### config.mk
export PLATFORM = sky130hd
export DESIGN_NAME = ice40_clock_ratio_monitor
export DESIGN_NICKNAME = d
export VERILOG_FILES = /design/src/rtl/clock_monitor_pkg.sv /design/src/rtl/mon_edge_sync.sv /design/src/rtl/ice40_clock_ratio_monitor.sv
export SDC_FILE = /design/constraint.sdc
export NUM_CORES = 1
export LEC_CHECK = 0
export BUFFER_PORTS_ARGS = -buffer_cell sky130_fd_sc_hd__clkbuf_2
export CAP_MARGIN = 20
export CORE_ASPECT_RATIO = 1.25
export CORE_MARGIN = 5
export CORE_UTILIZATION = 64
export CTS_BUF_LIST = sky130_fd_sc_hd__clkbuf_4
export CTS_CLUSTER_SIZE = 16
export DETAILED_ROUTE_END_ITERATION = 12
export PLACE_DENSITY_LB_ADDON = 0.2
export SLEW_MARGIN = 10
export SYNTH_ARGS = -nofsm -noshare
export SYNTH_HDL_FRONTEND = slang
export SYNTH_SLANG_ARGS = --single-unit
### constraint.sdc
create_clock -name clock_in -period 3.9 [get_ports clock_in]
set_input_delay 0.39 -clock clock_in [delete_from_list [all_inputs] [get_ports clock_in]]
set_output_delay 0.39 -clock clock_in [all_outputs]
set_load 0.01 [all_outputs]
### src/rtl/clock_monitor_pkg.sv
// Shared definitions for the divided-clock ratio monitor: FSM state encoding,
// match-counter width and the saturating-max constant helper.
package clock_monitor_pkg;

  // Width of the consecutive-match counter; LOCK_COUNT must fit (1..15).
  localparam int unsigned MatchCntW = 4;

  typedef enum logic [1:0] {
    StIdle,
    StAcquire,
    StMeasure,
    StLocked
  } mon_state_e;

  // All-ones value of a counter of the given width (used as saturation point).
  function automatic longint unsigned sat_max(input int unsigned width);
    return (64'd1 << width) - 64'd1;
  endfunction

endpackage

### src/rtl/mon_edge_sync.sv
// Synchronizer for an asynchronous monitored clock plus a registered
// rising-edge detector. mon_rise is a one-cycle strobe in the clock_in domain.
module mon_edge_sync #(
  parameter int unsigned SYNC_STAGES = 2
) (
  input  logic clock_in,
  input  logic reset_n,
  input  logic mon_in,
  output logic mon_rise
);

  logic [SYNC_STAGES-1:0] sync_q;
  logic                   sync_last_q;
  logic                   rise_q;

  // Shift mon_in through the synchronizer chain, keep one delayed copy of the
  // synchronized level and register the rising-edge pulse.
  always_ff @(posedge clock_in or negedge reset_n) begin
    if (!reset_n) begin
      sync_q      <= '0;
      sync_last_q <= 1'b0;
      rise_q      <= 1'b0;
    end else begin
      sync_q      <= {sync_q[SYNC_STAGES-2:0], mon_in};
      sync_last_q <= sync_q[SYNC_STAGES-1];
      rise_q      <= sync_q[SYNC_STAGES-1] & ~sync_last_q;
    end
  end

  assign mon_rise = rise_q;

endmodule

### src/rtl/ice40_clock_ratio_monitor.sv
// Divided-clock ratio monitor. Samples a divided clock as data in the fast
// source-clock domain, times its rising edges in source cycles, compares the
// period with EXP_RATIO +/- TOL and reports period, lock and sticky error.
// Optional feature macro: CLOCK_MONITOR_MINMAX_EN adds period_min/period_max.
module ice40_clock_ratio_monitor
  import clock_monitor_pkg::*;
#(
  parameter int unsigned PW          = 8,
  parameter int unsigned EXP_RATIO   = 4,
  parameter int unsigned TOL         = 0,
  parameter int unsigned LOCK_COUNT  = 4,
  parameter int unsigned SYNC_STAGES = 2
) (
  input  logic          clock_in,
  input  logic          reset_n,
  input  logic          mon_in,
  input  logic          enable,
  input  logic          clear,
  output logic [PW-1:0] period_out,
  output logic          period_valid,
  output logic          locked,
  output logic          err_sticky,
  output logic          stall
`ifdef CLOCK_MONITOR_MINMAX_EN
  ,
  output logic [PW-1:0] period_min,
  output logic [PW-1:0] period_max
`endif
);

  localparam logic [PW-1:0]        CntMax     = PW'(sat_max(PW));
  localparam logic [PW-1:0]        CntPreMax  = CntMax - PW'(1);
  localparam logic [PW:0]          ExpWide    = (PW+1)'(EXP_RATIO);
  localparam logic [PW:0]          TolWide    = (PW+1)'(TOL);
  localparam logic [MatchCntW-1:0] LockTarget = MatchCntW'(LOCK_COUNT);

  logic mon_rise;

  mon_edge_sync #(
    .SYNC_STAGES (SYNC_STAGES)
  ) u_edge_sync (
    .clock_in (clock_in),
    .reset_n  (reset_n),
    .mon_in   (mon_in),
    .mon_rise (mon_rise)
  );

  mon_state_e           state_q, state_d;
  logic [PW-1:0]        cnt_q, cnt_d;
  logic [MatchCntW-1:0] match_cnt_q, match_cnt_d;
  logic [PW-1:0]        period_q, period_d;
  logic                 valid_q, valid_d;
  logic                 err_q, err_d;
  logic                 stall_q, stall_d;
  logic                 err_set;

  logic [PW-1:0]        period_meas;
  logic [PW:0]          period_ext;
  logic [PW:0]          abs_diff;
  logic                 match;

  // Period of the interval ending at this edge (cnt+1, saturating) and its
  // distance from the expected ratio, one bit wider so it cannot wrap.
  always_comb begin
    period_meas = (cnt_q == CntMax) ? CntMax : cnt_q + PW'(1);
    period_ext  = {1'b0, period_meas};
    abs_diff    = (period_ext >= ExpWide) ? period_ext - ExpWide : ExpWide - period_ext;
    match       = (abs_diff <= TolWide);
  end

  // Next-state logic: FSM, edge counter, match counter and output strobes.
  always_comb begin
    state_d     = state_q;
    match_cnt_d = match_cnt_q;
    period_d    = period_q;
    valid_d     = 1'b0;
    stall_d     = 1'b0;
    err_set     = 1'b0;

    if (mon_rise) begin
      cnt_d = '0;
    end else if (cnt_q != CntMax) begin
      cnt_d = cnt_q + PW'(1);
    end else begin
      cnt_d = cnt_q;
    end

    if (!enable) begin
      state_d     = StIdle;
      cnt_d       = '0;
      match_cnt_d = '0;
    end else begin
      unique case (state_q)
        StIdle: begin
          cnt_d       = '0;
          match_cnt_d = '0;
          state_d     = StAcquire;
        end
        StAcquire: begin
          // First edge only starts the measurement; the interval before it is partial.
          match_cnt_d = '0;
          if (mon_rise) begin
            state_d = StMeasure;
          end
        end
        StMeasure, StLocked: begin
          if (mon_rise) begin
            // An edge coinciding with saturation still reports (2^PW-1, a mismatch).
            period_d = period_meas;
            valid_d  = 1'b1;
            if (match) begin
              if (state_q == StMeasure) begin
                match_cnt_d = match_cnt_q + MatchCntW'(1);
                if (match_cnt_q + MatchCntW'(1) == LockTarget) begin
                  state_d = StLocked;
                end
              end
            end else begin
              err_set     = 1'b1;
              match_cnt_d = '0;
              state_d     = StMeasure;
            end
          end else if (cnt_q == CntPreMax) begin
            // Counter saturates this cycle: the monitored clock has stopped.
            stall_d     = 1'b1;
            err_set     = 1'b1;
            match_cnt_d = '0;
            state_d     = StAcquire;
          end
        end
        default: begin
          state_d = StIdle;
        end
      endcase
    end

    // A new error beats a simultaneous clear.
    if (err_set) begin
      err_d = 1'b1;
    end else if (clear) begin
      err_d = 1'b0;
    end else begin
      err_d = err_q;
    end
  end

  // State and output registers.
  always_ff @(posedge clock_in or negedge reset_n) begin
    if (!reset_n) begin
      state_q     <= StIdle;
      cnt_q       <= '0;
      match_cnt_q <= '0;
      period_q    <= '0;
      valid_q     <= 1'b0;
      err_q       <= 1'b0;
      stall_q     <= 1'b0;
    end else begin
      state_q     <= state_d;
      cnt_q       <= cnt_d;
      match_cnt_q <= match_cnt_d;
      period_q    <= period_d;
      valid_q     <= valid_d;
      err_q       <= err_d;
      stall_q     <= stall_d;
    end
  end

  // locked follows the state register so an asynchronous reset drops it at once.
  assign locked       = (state_q == StLocked);
  assign period_out   = period_q;
  assign period_valid = valid_q;
  assign err_sticky   = err_q;
  assign stall        = stall_q;

`ifdef CLOCK_MONITOR_MINMAX_EN
  logic [PW-1:0] min_q, min_d, min_base;
  logic [PW-1:0] max_q, max_d, max_base;

  // Extremes tracker; clear restarts from the empty range, then the period
  // reported in the same cycle (if any) is folded in.
  always_comb begin
    min_base = clear ? CntMax : min_q;
    max_base = clear ? '0 : max_q;
    min_d    = min_base;
    max_d    = max_base;
    if (valid_d) begin
      if (period_d < min_base) begin
        min_d = period_d;
      end
      if (period_d > max_base) begin
        max_d = period_d;
      end
    end
  end

  // Min/max registers.
  always_ff @(posedge clock_in or negedge reset_n) begin
    if (!reset_n) begin
      min_q <= CntMax;
      max_q <= '0;
    end else begin
      min_q <= min_d;
      max_q <= max_d;
    end
  end

  assign period_min = min_q;
  assign period_max = max_q;
`endif

endmodule

# Word level (Yosys, flattened, before mapping)
# Index checks and enable logic that the tools add are counted.
# W data, S select, Z words.
[op_classes]
add_sub_neg = 4
mul = 0
n_div = 0
n_lt_le_gt_ge = 2
eq_ne = 12
shift = 0
mux = 33
bitwise = 2
reduce_logical = 7
[ops]
columns = ["operator", "n"]
rows = [
  ["$mux W8", 5],
  ["$mux W4", 5],
  ["$eq A8 B8 Y1 const B", 2],
  ["$mux W2", 7],
  ["$mux W1", 13],
  ["$ne A5 B5 Y1 const B", 2],
  ["$le A9 B1 Y1 const B", 1],
  ["$mux W9", 1],
  ["$sub A3 B8 Y9 const A", 1],
  ["$sub A8 B3 Y9 const B", 1],
  ["$add A8 B1 Y8 const B", 1],
  ["$ge A8 B3 Y1 const B", 1],
  ["$ne A8 B8 Y1 const B", 1],
  ["$pmux W4 S2", 1],
  ["$pmux W2 S3", 1],
  ["$add A4 B1 Y4 const B", 1],
  ["$eq A2 B2 Y1 const B", 2],
  ["$eq A4 B3 Y1 const B", 1],
  ["$ne A4 B1 Y1 const B", 1],
  ["$ne A4 B3 Y1 const B", 1],
  ["$reduce_and A4 Y1", 1],
  ["$reduce_or A2 Y1", 2],
  ["$ne A3 B2 Y1 const B", 1],
  ["$reduce_and A3 Y1", 1],
  ["other kinds (6)", 6],
]
[totals]
reg_bits = 29
latch_bits = 0
mem_bits_rw = 0
romBits = 0
in_bits = 5
memories = 0

# Depth between registers and ports, before layout
# Gate-level depths: netlist (run 1).
[logic_depth]
depth_word = 10
ltp_mapped = 7

# By module
# Synthesis (run 1) repeated with hierarchy kept, for this count alone.
[hier_totals]
hier_cells = 151
hier_area_um2 = 1506.4
[by_module_without_submodules]
columns = ["mod", "n_inst", "cells_per_inst", "area_each_um2"]
rows = [
  ["ice40_clock_ratio_monitor", 1, 146, 1392.6],
  ["mon_edge_sync", 1, 5, 113.9],
]

# Worst setup path after synthesis (run 1)
# OpenSTA, ideal clock, no wires.
[synth_path]
kind = "register to register"
startpoint = "register cnt_q[0]"
endpoint = "register state_q[0]"
arrival_time_ns = 1.937
t_required_ns = 3.777
setup_slack_ns = 1.841
path_stages_with_launch = 8
cell_sequence = "dfrtp_1 -> ha_1 -> buf_6 -> or3_4 -> a211oi_2 -> o2111a_2 -> a21oi_2 -> o221a_1"
[synth_via]
elab_chain_cells = 9
[synth_rtl]
columns = ["item", "line", "rtl"]
rows = [
  ["start, declared", "ice40_clock_ratio_monitor.sv:49", "logic [PW-1:0] cnt_q, cnt_d;"],
  ["start signal, assigned", "ice40_clock_ratio_monitor.sv:159", "cnt_q <= cnt_d;"],
  ["$add A8 B1 Y8 / $eq A8 B8 Y1 (equally long branches)", "ice40_clock_ratio_monitor.sv:65", "period_meas = (cnt_q == CntMax) ? CntMax : cnt_q + PW'(1);"],
  ["$mux W8", "ice40_clock_ratio_monitor.sv:65", ""],
  ["$sub A3 B8 Y9, or another cell as far along", "ice40_clock_ratio_monitor.sv:67", "abs_diff = (period_ext >= ExpWide) ? period_ext - ExpWide : ExpWide - period_ext;"],
  ["$mux W9", "ice40_clock_ratio_monitor.sv:67", ""],
  ["$le A9 B1 Y1", "ice40_clock_ratio_monitor.sv:68", "match = (abs_diff <= TolWide);"],
  ["$mux W2", "ice40_clock_ratio_monitor.sv:111", "if (match) begin"],
  ["$mux W2", "ice40_clock_ratio_monitor.sv:107", "if (mon_rise) begin"],
  ["$pmux W2 S3", "ice40_clock_ratio_monitor.sv:93", "unique case (state_q)"],
  ["$mux W2", "ice40_clock_ratio_monitor.sv:88", "if (!enable) begin"],
  ["end signal, assigned", "ice40_clock_ratio_monitor.sv:150", "state_q <= StIdle;"],
  ["end signal, assigned", "ice40_clock_ratio_monitor.sv:158", "state_q <= state_d;"],
  ["end, declared", "ice40_clock_ratio_monitor.sv:48", "mon_state_e state_q, state_d;"],
]
# Parallel ways exist; a longest one is shown, timed or not.
# A chain may end at the register's enable or synchronous reset.

# Worst setup path after layout (run 1)
# Same ends and word-level chain as after synthesis.

==> results of run 1 <==
## final cells by class
type                       count  area [um^2]  area share [%]
sequential                    29          726            46.1
multi-input combinational    102          617            39.2
timing repair buffer          16         80.1            5.09
clock inverter                 3         65.1            4.14
clock buffer                   5         37.5            2.39
tap                           20         25.0            1.59
inverter                       6         22.5            1.43
## state kept, by name (all words and copies together) (netlist names)
register and cells:
u_edge_sync.sync_last_q 1, u_edge_sync.sync_q 2, u_edge_sync.mon_rise 1, cnt_q 8, stall 1, err_sticky 1, state_q 2, period_out 8
period_valid 1, match_cnt_q 4
## per-layer routing
layer | share of wire (%) | GRT usage (%)
met5 | 0 | 0
met4 | 1.5 | 7.87
met3 | 6.4 | 8.11
met2 | 51 | 38.5
met1 | 41 | 26.3
## layout by cell type (no fill, tap or decap), types with 4 or more instances in the layout
master / instances
sky130_fd_sc_hd__clkbuf_4: 5
sky130_fd_sc_hd__dfrtp_1: 29
sky130_fd_sc_hd__a21oi_1: 4
sky130_fd_sc_hd__inv_1: 6
sky130_fd_sc_hd__nand3_1: 6
sky130_fd_sc_hd__clkbuf_2: 16
sky130_fd_sc_hd__nand2_1: 16
sky130_fd_sc_hd__o21ai_0: 9
sky130_fd_sc_hd__nor2_1: 22
sky130_fd_sc_hd__ha_1: 4
## worst reg2reg max path, stage by stage (launching register included)
cell and delay, ns:
sky130_fd_sc_hd__dfrtp_1 0.47, sky130_fd_sc_hd__ha_1 0.34, sky130_fd_sc_hd__or3_4 0.42, sky130_fd_sc_hd__a211oi_2 0.26
sky130_fd_sc_hd__o2111a_2 0.32, sky130_fd_sc_hd__a21oi_2 0.07, sky130_fd_sc_hd__o221a_1 0.22
## metrics by stage
| stage | setup slack [ns] | instances |
|---|---|---|
| CTS | 1.71 | 181 |
| global route | 1.60 | 181 |
| floorplan | 1.84 | 140 |
| detailed placement | 1.72 | 173 |
| global placement | 1.80 | 173 |
| finish | 1.70 | 181 |
## power by group
group / total [mW] / internal [mW] / switching, mW
Clock: 0.304 / 0.198 / 0.106
Combinational: 0.0409 / 0.0158 / 0.0250
Sequential: 0.321 / 0.312 / 0.00916
## cells by family after synthesis
kind of cell	synth area share, %
mux	1.44
compound gates	16.4
xor+xnor	1.89
buf+inv	3.25
simple gates	21.1
fa+ha+maj	3.61
flops	52.3
## worst max-delay path by stage
stage / to / slack (ns) / start / cells past startpoint
finish: state_q[0] / 1.70 / cnt_q[0] / 6
detailed placement: state_q[0] / 1.72 / cnt_q[0] / 6
floorplan: state_q[0] / 1.84 / cnt_q[0] / 7
global placement: state_q[0] / 1.80 / cnt_q[0] / 6
CTS: state_q[0] / 1.71 / cnt_q[0] / 6
global route: state_q[0] / 1.60 / cnt_q[0] / 6
==> summary by stage, run 1 <==
Synth
The net count after synthesis is 149. A synthesized cell averages 9.91 um^2. In the synthesized netlist the dominant register cell turns out to be sky130_fd_sc_hd__dfrtp_1.

The sequential-to-total area share from yosys stat is between 50% and 60%. By count the netlist is led by sky130_fd_sc_hd__dfrtp_1 (29), sky130_fd_sc_hd__nor2_1 (22), sky130_fd_sc_hd__nand2_1 (16). Yosys mapped the design onto 39 distinct sky130hd cell types. Summed over all instances, the cell type with the most area after synthesis is sky130_fd_sc_hd__dfrtp_1. The Yosys step of the flow raised 0 warnings. Synthesis produced 140 cells. The number of synthesized register bits is 29. The number of synthesized flops with an enable pin is 0. The leading cell type by number of instances after synthesis is sky130_fd_sc_hd__dfrtp_1.

In the post-synthesis netlist, the biggest area contributors are sky130_fd_sc_hd__dfrtp_1 (52%), sky130_fd_sc_hd__nor2_1 (6.0%), sky130_fd_sc_hd__nand2_1 (4.3%). In the synthesized netlist the async set-or-reset flop fraction comes to 100%. The post-synthesis instance area is between 1000 and 1500 um^2. Summed over its instances, the top area cell type makes up ~52% of the synthesized netlist area.

Clocking
The setup fix buffers added after clock tree synthesis is 0. TritonCTS built the clock tree. The number of clock sinks is 29. The number of buffers inserted by hold repair at cts is 0. The TritonCTS buffer count is 5. The total number of H-tree levels is 2. Clock-pin slew was measured on the worst setup and hold paths at roughly 0.10 ns. The count of cells resized by post-cts repair is 0. The maximum buffer depth of the clock tree is 2. The buffer type at the clock tree root is sky130_fd_sc_hd__clkbuf_4. At the later pin of the worst-skew pair, clock insertion delay measures approximately 0.33 ns.

Job
The count of max-cap constraint violations is 0.

Global routing
The wire length of the first global-routing pass is slightly above 5000 um. Global routing used between 20 and 25% of the available tracks across all layers. The via count of the first global-routing pass is about 1,100.

The maximum number of pins on one net before global-route repair is 30. For this run the aggregate overflow at the end of global routing stands at 0. The number of antenna violations at the first check in global routing is 0.

Detailed routing
Dividing the detail-routed wire length by the instance count gives about 15 um. The detailed router finished its first iteration with 26 violations. In this run the remaining antenna-violating nets after routing total 0. After detailed routing, the number of vias per cell comes to ~6.0.

The number of vias after detailed routing is ~1,100. For this run, design rule violations remaining after detail routing come to 0. The first detailed-routing pass ran for 4 iterations. The routed design has 2800 um of wire.

Worst setup path
Data arrives at the worst endpoint at between 2 and 2.5 ns. The critical path required time is a little over 4 ns. The kind of end point of the critical path is a flop. The startpoint of the lowest-slack register-to-register path is cnt_q[0].

The path type of the worst setup path is reg -> reg. On the worst path, the slowest cell contributes a delay of around 0.47 ns. The depth of the most critical reg-to-reg path is 6. Walking the worst path, the cells encountered are ha_1, or3_4, a211oi_2, o2111a_2, a21oi_2, o221a_1. The worst register-to-register path has a setup slack of between 1.5 and 2 ns. The critical path contains buffers and inverters numbering 0 combined.

The critical-path cell with the highest stage delay is sky130_fd_sc_hd__dfrtp_1. The worst register-to-register path ends at state_q[0]. The biggest fanout along the worst timing path is 8. The startpoint type of the worst setup path is a flop. The gate family responsible for the most delay along the worst path is compound AO/OA/AOI/OAI gates.

Finish
Relative to the synthesized area, the layout overhead comes to 13.3%. Of the cells placed in the final design, the portion with a size suffix greater than 1 is a little under a fifth. The number of antenna diodes in the final layout is 0. The count of filler cells inserted in the layout is about 160. The post-layout utilization of the core is roughly 78%. The finished cells cover roughly 1600 um^2.

For this run, the post-layout net count is between 150 and 200.

Place
Once detailed placement completed, the half-perimeter wirelength came to 2000 um. In this run the cell area measured after placement is roughly 1500 um^2. The routability congestion estimate from global placement is between 0.8 and 0.9. During placement, the flow inserted port buffers numbering 16.

Timing
The final count of hold timing violations came to 0. The tightest hold path in the finished design has a slack of approximately 0.079 ns. The maximum clock frequency is between 0.4 and 0.5 GHz. Counting I/O delays and the setup requirement, the final critical path takes around 2.2 ns. In the final timing run, aggregate negative setup slack is 0 ns. Of the available clock period, the critical path in the final layout requires 56.4%. Setup repair after global routing left no endpoint under its margin. The clock skew is about 0.013 ns.

The slew at the pin closest to its max-slew limit is around 0.70 ns. The final number of setup-violating endpoints is 0. The headroom to the max-slew limit is a little over half.

The max-slew violation count was 0.

Floorplan
From bottom edge to top edge, the die measures 62.1 um. In this run the horizontal extent of the chip is 51.6 um. The floorplan step defined a die boundary enclosing around 3200 um^2.

The row count is 18. The initial standard-cell utilization of the core is ~68%. 17 I/O pins were placed. The placeable core region is 2030 um^2.

Power
For this design the static power due to leakage is around 0.74 nW. Across the VDD grid, the largest voltage drop is 0.464 mV. The power per unit of standard cell area is between 400 and 500 nW/um^2. Overall power consumption after layout is estimated at about 670 uW.

Status
The flow ran to the end, and the final reports show no timing, DRC or antenna violations.

Min path
The tightest min-delay check is of the in -> async type.
Note: power is estimated with default switching activity, not from simulation.
==> run 2, diff against run 1 <==
--- a/config.mk
+++ b/config.mk
@@ -9,7 +9,7 @@
 export CAP_MARGIN = 20
 export CORE_ASPECT_RATIO = 1.25
 export CORE_MARGIN = 5
-export CORE_UTILIZATION = 64
+export CORE_UTILIZATION = 59
 export CTS_BUF_LIST = sky130_fd_sc_hd__clkbuf_4
 export CTS_CLUSTER_SIZE = 16
 export DETAILED_ROUTE_END_ITERATION = 12
==> constraint.sdc (replaced) <==
create_clock -name clock_in -period 2.1 [get_ports clock_in]
set_input_delay 0.21 -clock clock_in [delete_from_list [all_inputs] [get_ports clock_in]]
set_output_delay 0.21 -clock clock_in [all_outputs]
set_load 0.01 [all_outputs]
==> summary by stage, run 2 (synthesis gave the netlist of run 1 again) <==
Timing
The final number of setup-violating endpoints is 0 (unchanged). The final-layout worst hold slack came to 0.142 ns (+0.0631 ns). The headroom to the max-slew limit was 54.0% (+0.35 points). The summed negative setup slack over all endpoints came to 0 ns (unchanged).

The max-slew violation count is 0 (unchanged). Setup repair after global routing left no endpoint under its margin. The clock skew is 0.00460 ns (-0.00794 ns).

The final worst-path cycle share is 93.7% (+37 points). The worst path setup slack after routing is 0.132 ns (-1.57 ns). The maximum clock frequency came to 0.508 GHz (+12%). The slew at the pin closest to its max-slew limit is 0.690 ns (-0.00527 ns). The final count of hold timing violations is 0 (unchanged). The final critical-path required period is 1.97 ns (-0.231 ns).

Detailed routing
The first-pass iteration count of the detailed router is 4 (unchanged). The routed length per placed instance is 13.9 um (-10%). The post-detailed-route via-to-cell ratio was 5.68 (-6.0%). The DRC violations left is 0 (unchanged). The number of nets still failing antenna checks after routing is 0 (unchanged).

The wire length after detailed routing is 2750 um (-1.9%). The number of vias after detailed routing came to 1,124 (+2.8%). The first-iteration detailed-routing DRC count is 23 (-12%).

Place
The post-DP HPWL came to 2080 um (+3.9%). The routability congestion estimate from global placement is 0.803 (-3.8%). The number of port buffers was 16 (unchanged). The worst setup slack after placement is 0.151 ns (-1.57 ns). The total cell area at the placement stage is 1520 um^2 (+3.5%).

The cell total after placement is 189 (+9.2%).

Global routing
The via count of the first global-routing pass is 1,144 (+5.1%). The maximum number of pins on one net before global-route repair is 30 (unchanged). The wire length of the first global-routing pass is 4910 um (-3.9%). The overall overflow remaining after global route was 0 (unchanged). The global-route usage over all layers is 19.7% (-2.8 points). The number of antenna violations at the first check in global routing is 0 (unchanged).

Min path
The worst hold path class is in -> reg. The worst hold path depth is 2. The launch point of the worst hold path is enable. The path with the worst hold slack has its endpoint at state_q[0].

Floorplan
The placeable core region is 2230 um^2 (+10%). The row count is 19 (+1). The y dimension of the die was 64.2 um (+3.5%). The initial standard-cell utilization of the core is 62.1% (-6.4 points).

The die span in x is 53.4 um (+3.3%). The die footprint is 3430 um^2 (+6.9%). The number of primary I/O pins came to 17 (unchanged).

Finish
The area growth from synthesis to layout is 14.6%. The final non-filler cell total is 198 (+9.4%). The library cell used most frequently in the layout, excluding fill and tap cells, is sky130_fd_sc_hd__dfrtp_1. The post-layout utilization of the core was 71.2% (-6.4 points). The sequential cell area is 726 um^2 (unchanged). The cell area after layout is 1590 um^2 (+1.1%). The number of nets in the layout came to 176 (+4.1%).

The share of cells above drive strength 1 came to 19.8% (+1.1 points). The top cell types in the final layout, fill and taps aside, are sky130_fd_sc_hd__dfrtp_1 (29), sky130_fd_sc_hd__nor2_1 (22), sky130_fd_sc_hd__nand2_1 (16), sky130_fd_sc_hd__clkbuf_2 (16), sky130_fd_sc_hd__o21ai_0 (9). The count of filler cells inserted in the layout came to 196 (+25%).

The area used by multi-input combinational logic is 617 um^2 (unchanged). The number of diodes was 0 (unchanged).

Worst setup path
The kind of end point of the critical path is a flop. The reg2reg setup slack is 0.13 ns (-1.57 ns). The depth of the most critical reg-to-reg path is 6 (unchanged). The startpoint identified for the worst register-to-register timing path is cnt_q[0]. In this run the critical register-to-register path is captured at state_q[0]. The startpoint type of the worst setup path is a flop. The data arrival time of the critical path is 2.18 ns (-0.25 ns).

The biggest fanout along the worst timing path came to 7 (-1). The critical path required time is 2.31 ns (-1.82 ns). The critical path is of the reg -> reg type.

Clocking
The setup fix buffers added after clock tree synthesis was 0 (unchanged). The maximum buffer depth of the clock tree is 2 (unchanged). The TritonCTS buffer count was 5 (unchanged). The count of cells resized by post-cts repair is 0 (unchanged). The clock tree from TritonCTS is yes. The number of buffers inserted by hold repair at cts is 2 (+2). The insertion delay to the later sink of the worst-skew pair is 0.32 ns (about the same). The clock transition at the register clock pins on the worst setup and hold paths after CTS is 0.08 ns (-0.02 ns). The number of clock sinks is 29 (unchanged). The total number of H-tree levels is 2 (unchanged). The buffer type at the clock tree root is sky130_fd_sc_hd__clkbuf_4.

Power
The leakage component of the power is 0.747 nW (+1.1%). The largest vdd supply drop came to 0.542 mV (+17%). The overall power is 984 uW (+48%). The power per unit of standard cell area is 619 nW/um^2 (+46%).

Status
The flow ran to the end, and the final reports show no timing, DRC or antenna violations.

Job
The count of max-cap constraint violations is 0 (unchanged).
[run 2: changes by cell type in the layout (fill, tap and decap cells not counted)]
| cell | before | now |
|---|---|---|
| sky130_fd_sc_hd__buf_4 | 0 | 5 |
| sky130_fd_sc_hd__bufinv_16 | 2 | 0 |
| sky130_fd_sc_hd__dlygate4sd3_1 | 0 | 2 |
| sky130_fd_sc_hd__clkinv_2 | 1 | 0 |
| sky130_fd_sc_hd__clkbuf_4 | 5 | 6 |
| sky130_fd_sc_hd__clkinv_1 | 0 | 1 |
[run 2: final cells by class]
type                            instances  area share [%]
Sequential cell                        29            45.6
Inverter                                6            1.42
Multi-Input combinational cell        102            38.8
Clock buffer                            6            2.83
Tap cell                               31            2.44
Timing Repair Buffer                   23            8.65
Clock inverter                          1           0.236
[run 2: per-layer routing]
layer / GRT usage (%) / vias to the layer above / wire length, um
met5: 0 / - / 0
met4: 7.35 / 0 / 45
met3: 6.98 / 6 / 130
met2: 33.1 / 25 / 1450
met1: 22.3 / 538 / 1120
li1: - / 555 / -
[run 2: power by group]
| group | switching (mW) | total [mW] | internal [mW] |
|---|---|---|---|
| combinational | 0.0512 | 0.0861 | 0.0349 |
| sequential | 0.0128 | 0.592 | 0.579 |
| clock | 0.171 | 0.305 | 0.134 |
[run 2: worst max-delay path: stages (launching register included)]
cell and delay [ns]:
sky130_fd_sc_hd__dfrtp_1 0.39, sky130_fd_sc_hd__ha_1 0.21, sky130_fd_sc_hd__or3_4 0.38, sky130_fd_sc_hd__a211oi_2 0.26, sky130_fd_sc_hd__o2111a_2 0.32, sky130_fd_sc_hd__a21oi_2 0.07, sky130_fd_sc_hd__o221a_1 0.22
[run 2: worst max path at each step]
stage                         from          to  slack [ns]  cells past startpoint
final                     cnt_q[0]  state_q[0]        0.13                      6
after global routing      cnt_q[0]  state_q[0]        0.03                      6
after CTS                 cnt_q[0]  state_q[0]        0.12                      6
after detailed placement  cnt_q[0]  state_q[0]        0.15                      6
after global placement    cnt_q[0]  state_q[0]        0.19                      6
after floorplan           cnt_q[0]  state_q[0]        0.04                      7
==> run 3, diff against run 2 <==
--- a/config.mk
+++ b/config.mk
@@ -6,10 +6,10 @@
 export NUM_CORES = 1
 export LEC_CHECK = 0
 export BUFFER_PORTS_ARGS = -buffer_cell sky130_fd_sc_hd__clkbuf_2
-export CAP_MARGIN = 20
+export CAP_MARGIN = 5
 export CORE_ASPECT_RATIO = 1.25
 export CORE_MARGIN = 5
-export CORE_UTILIZATION = 59
+export CORE_UTILIZATION = 64
 export CTS_BUF_LIST = sky130_fd_sc_hd__clkbuf_4
 export CTS_CLUSTER_SIZE = 16
 export DETAILED_ROUTE_END_ITERATION = 12
@@ -17,4 +17,5 @@
 export SLEW_MARGIN = 10
 export SYNTH_ARGS = -nofsm -noshare
 export SYNTH_HDL_FRONTEND = slang
+export SYNTH_HIERARCHICAL = 1
 export SYNTH_SLANG_ARGS = --single-unit
==> constraint.sdc (replaced) <==
create_clock -name clock_in -period 2.4 [get_ports clock_in]
set_input_delay 0.24 -clock clock_in [delete_from_list [all_inputs] [get_ports clock_in]]
set_output_delay 0.24 -clock clock_in [all_outputs]
set_load 0.01 [all_outputs]
==> summary by stage, run 3 <==
Status
The flow ran to the end, and the final reports show no timing, DRC or antenna violations.

Worst setup path
The data arrival time of the critical path is 2.31 ns (+0.13 ns). The depth of the most critical reg-to-reg path is 6 (unchanged). The slowest stage of the critical path belongs to the cell sky130_fd_sc_hd__dfrtp_1. The startpoint type of the worst setup path is a flop. The biggest fanout along the worst timing path was 10 (+3).

The peak per-stage delay on the critical path is 0.58 ns (+0.19 ns). The startpoint identified for the worst register-to-register timing path is cnt_q[2]. The reg2reg setup slack is 0.34 ns (+0.21 ns). The worst setup path is of the reg -> reg kind. The critical path goes through nand4_4, or3_4, a2111oi_4, buf_4, nand2_1, o211ai_1. The critical path required time was 2.65 ns (+0.34 ns). STA classifies the critical path endpoint as a flop. The endpoint identified for the worst register-to-register timing path is match_cnt_q[3].

Floorplan
The y dimension of the die is 64.2 um (about the same). The initial standard-cell utilization of the core is 67.4% (+5.3 points). The row count is 19 (unchanged). The number of primary I/O pins was 17 (unchanged). The die footprint was 3430 um^2 (about the same). The placeable core region came to 2230 um^2 (unchanged). The die span in x is 53.4 um (about the same).

Synth
The net count after synthesis came to 160 (+7.4%). By instance count, the leading cell after synthesis is sky130_fd_sc_hd__dfrtp_1. By count the netlist is led by sky130_fd_sc_hd__dfrtp_1 (29), sky130_fd_sc_hd__nand2_1 (18), sky130_fd_sc_hd__nor2_1 (17). The number of distinct library cells after synthesis came to 46 (+18%). The number of synthesized flops with an enable pin is 0 (unchanged). The number of synthesized register bits is 29 (unchanged). The average cell area after synthesis is 9.98 um^2 (+0.66%). The share of flip-flops with an asynchronous set or reset after synthesis is 100% (unchanged). The area share of the largest cell type after synthesis is 48.2% (-4.1 points). The post-synthesis instance area is 1510 um^2 (+8.6%). The gate count after technology mapping was 151 (+7.9%). In the synthesized netlist the dominant register cell turns out to be sky130_fd_sc_hd__dfrtp_1. The synthesized design spends more area on one cell type than any other, namely sky130_fd_sc_hd__dfrtp_1. The number of synthesis warnings is 6 (+6).

The sequential-to-total area share from yosys stat came to 48.2% (-4.1 points). By area the synthesized netlist is led by sky130_fd_sc_hd__dfrtp_1 (48%), sky130_fd_sc_hd__nand2_1 (4.5%), sky130_fd_sc_hd__nor2_1 (4.2%).

Global routing
The wire length of the first global-routing pass was 5540 um (+13%). The overall overflow remaining after global route was 0 (unchanged). The number of antenna violations at the first check in global routing was 0 (unchanged). The global-route usage over all layers is 21.8% (+2.2 points). The via count of the first global-routing pass is 1,235 (+8.0%).

The maximum number of pins on one net before global-route repair is 30 (unchanged).

Power
The switching power summed over all nets came to 234 uW (-0.64%). The power per unit of standard cell area was 579 nW/um^2 (-6.4%). The largest vdd supply drop was 0.436 mV (-20%). The internal power of the cells came to 749 uW (+0.11%). The proportion of power drawn by combinational gates is 6.8% (-2.0 points). The share of power burned in registers is 53.1% (-7.1 points). The switching portion of total power was 23.8% (-0.14 points). The leakage component of the power is 0.752 nW (+0.62%). The part of the total power dissipated in the clock network is 40.1% (+9.1 points).

Finish
Leaving out fill and tap cells, the most frequent cell in the layout is sky130_fd_sc_hd__dfrtp_1. The number of nets in the layout is 182 (+3.4%). The sequential cell area came to 726 um^2 (unchanged).

The area growth from synthesis to layout is 12.7%. The number of diodes is 0 (unchanged). The top cell types in the final layout, fill and taps aside, are sky130_fd_sc_hd__dfrtp_1 (29), sky130_fd_sc_hd__nand2_1 (18), sky130_fd_sc_hd__nor2_1 (17). The share of cells above drive strength 1 is 21.3% (+1.5 points).

The area used by multi-input combinational logic is 719 um^2 (+17%). The final non-filler cell total is 205 (+3.5%). The count of filler cells inserted in the layout is 178 (-9.2%).

Clocking
The setup fix buffers added after clock tree synthesis was 0 (unchanged). TritonCTS built the clock tree. The number of buffers inserted by hold repair at cts was 1 (-1).

The number of clock sinks is 29 (unchanged). The insertion delay to the later sink of the worst-skew pair was 0.33 ns (about the same). The total number of H-tree levels came to 2 (unchanged). The count of cells resized by post-cts repair is 0 (unchanged).

The tree is rooted in a sky130_fd_sc_hd__clkbuf_4. The maximum buffer depth of the clock tree is 2 (unchanged). The clock transition at the register clock pins on the worst setup and hold paths after CTS was 0.09 ns (about the same). The TritonCTS buffer count is 5 (unchanged).

Place
The routability congestion estimate from global placement is 0.935 (+17%). The number of port buffers is 16 (unchanged). The post-DP HPWL is 2190 um (+5.1%). The cell total after placement came to 196 (+3.7%).

Detailed routing
The number of nets still failing antenna checks after routing was 0 (unchanged). The wire length after detailed routing is 3010 um (+9.7%). The routed length per placed instance was 14.7 um (+6.0%). The DRC violations left was 0 (unchanged). The first-pass iteration count of the detailed router is 4 (unchanged).

The first-iteration detailed-routing DRC count is 35 (+52%). The post-detailed-route via-to-cell ratio is 5.80 (+2.3%). The number of vias after detailed routing is 1,190 (+5.9%).

Timing
The final worst-path cycle share is 85.8% (-7.9 points). The slew at the pin closest to its max-slew limit is 0.687 ns (-0.00265 ns). The max-slew violation count is 0 (unchanged). Setup repair after global routing left no endpoint under its margin. The final count of hold timing violations is 0 (unchanged).

The maximum clock frequency is 0.485 GHz (-4.5%). The summed negative setup slack over all endpoints is 0 ns (unchanged). The clock skew is 0.00739 ns (+0.00279 ns). The headroom to the max-slew limit is 54.2% (+0.18 points).

The final critical-path required period is 2.06 ns (+0.0919 ns). The final number of setup-violating endpoints is 0 (unchanged).

Min path
In this run the most critical hold path is launched from mon_in. The worst hold path depth is 1 (-1). The path class of the tightest hold or removal check is in -> reg.

The terminating pin of the worst hold path is u_edge_sync/sync_q[0].

Job
The count of max-cap constraint violations came to 0 (unchanged).
-- run 3: cell count changes after synthesis, sizes merged, moves of 2 or more --
cell,previous run,this run
nor2,22,17
nand4,3,6
buf,2,4
a31oi,3,5
nand2,16,18
nor3b,0,2
o21ai,11,13
nand3,6,8
a21boi,3,1
-- run 3: routing by layer --
layer	part of all wire (%)	wire, um	track usage [%]
met4	1.8	53	10.2
met5	0	0	0
met1	45	1370	27.5
met2	49	1480	34.5
met3	3.4	103	5.35
-- run 3: how the worst max path moves through the flow --
stage / slack (ns) / from / depth (start not counted) / endpoint
after global routing: 0.17 / cnt_q[1] / 7 / match_cnt_q[2]
final: 0.34 / cnt_q[2] / 6 / match_cnt_q[3]
after floorplan: 0.43 / cnt_q[1] / 5 / state_q[0]
after global placement: 0.41 / cnt_q[2] / 5 / state_q[0]
after CTS: 0.35 / cnt_q[2] / 5 / state_q[0]
after detailed placement: 0.37 / cnt_q[2] / 6 / match_cnt_q[3]
-- run 3: cells by family (layout without fill, tap and decap cells) --
| logic type | after synthesis | after routing | synth area share [%] |
|---|---|---|---|
| muxes | 1 | 1 | 0.664 |
| xor gates and xnor gates | 5 | 5 | 2.91 |
| and+or+nand+nor | 67 | 67 | 24.5 |
| adders and majority gates | 4 | 4 | 3.32 |
| buffers and inverters | 11 | 34 | 4.07 |
| DFF | 29 | 29 | 48.2 |
| AOI/OAI and AO/OA | 34 | 34 | 16.4 |
-- run 3: layout make-up --
type | count | area share [%]
clock inverters | 3 | 2.43
well taps | 31 | 2.28
flip-flops and latches | 29 | 42.7
repair buffers | 20 | 6.63
inverters | 6 | 1.33
clock buffers | 5 | 2.21
multi-input cells | 111 | 42.4
-- run 3: power groups by stage --
| stage | logic (mW) | clock network, mW | registers [mW] |
|---|---|---|---|
| floorplan | 0.0352 | 0 | 0.533 |
| global placement | 0.0660 | 0 | 0.531 |
| detailed placement | 0.0670 | 0 | 0.532 |
| CTS | 0.0684 | 0.397 | 0.522 |
| global route | 0.0763 | 0.424 | 0.526 |
| finish | 0.0665 | 0.394 | 0.522 |
-- run 3: critical path: cells and delay by family (launching register included) --
kind | cells | cell delay [ns]
AND/OR/NAND/NOR | 3 | 0.63
AO/OA/AOI/OAI | 2 | 0.58
buffers and inverters | 1 | 0.21
flip-flops | 1 | 0.58
-- run 3: through the flow --
step / utilization [%] / cell area [um^2] / power (mW) / setup WS [ns] / hold slack [ns]
2_1_floorplan: - / 1510 / 0.568 / 0.435 / -0.0556
3_3_place_gp: 72.0 / 1610 / 0.597 / 0.405 / 0.304
3_5_place_dp: 72.0 / 1610 / 0.599 / 0.371 / 0.323
4_1_cts: 76.0 / 1700 / 0.988 / 0.350 / 0.00846
5_1_grt: 76.0 / 1700 / 1.03 / 0.172 / 0.0108
6_report: 76.0 / 1700 / 0.983 / 0.340 / 0.0186
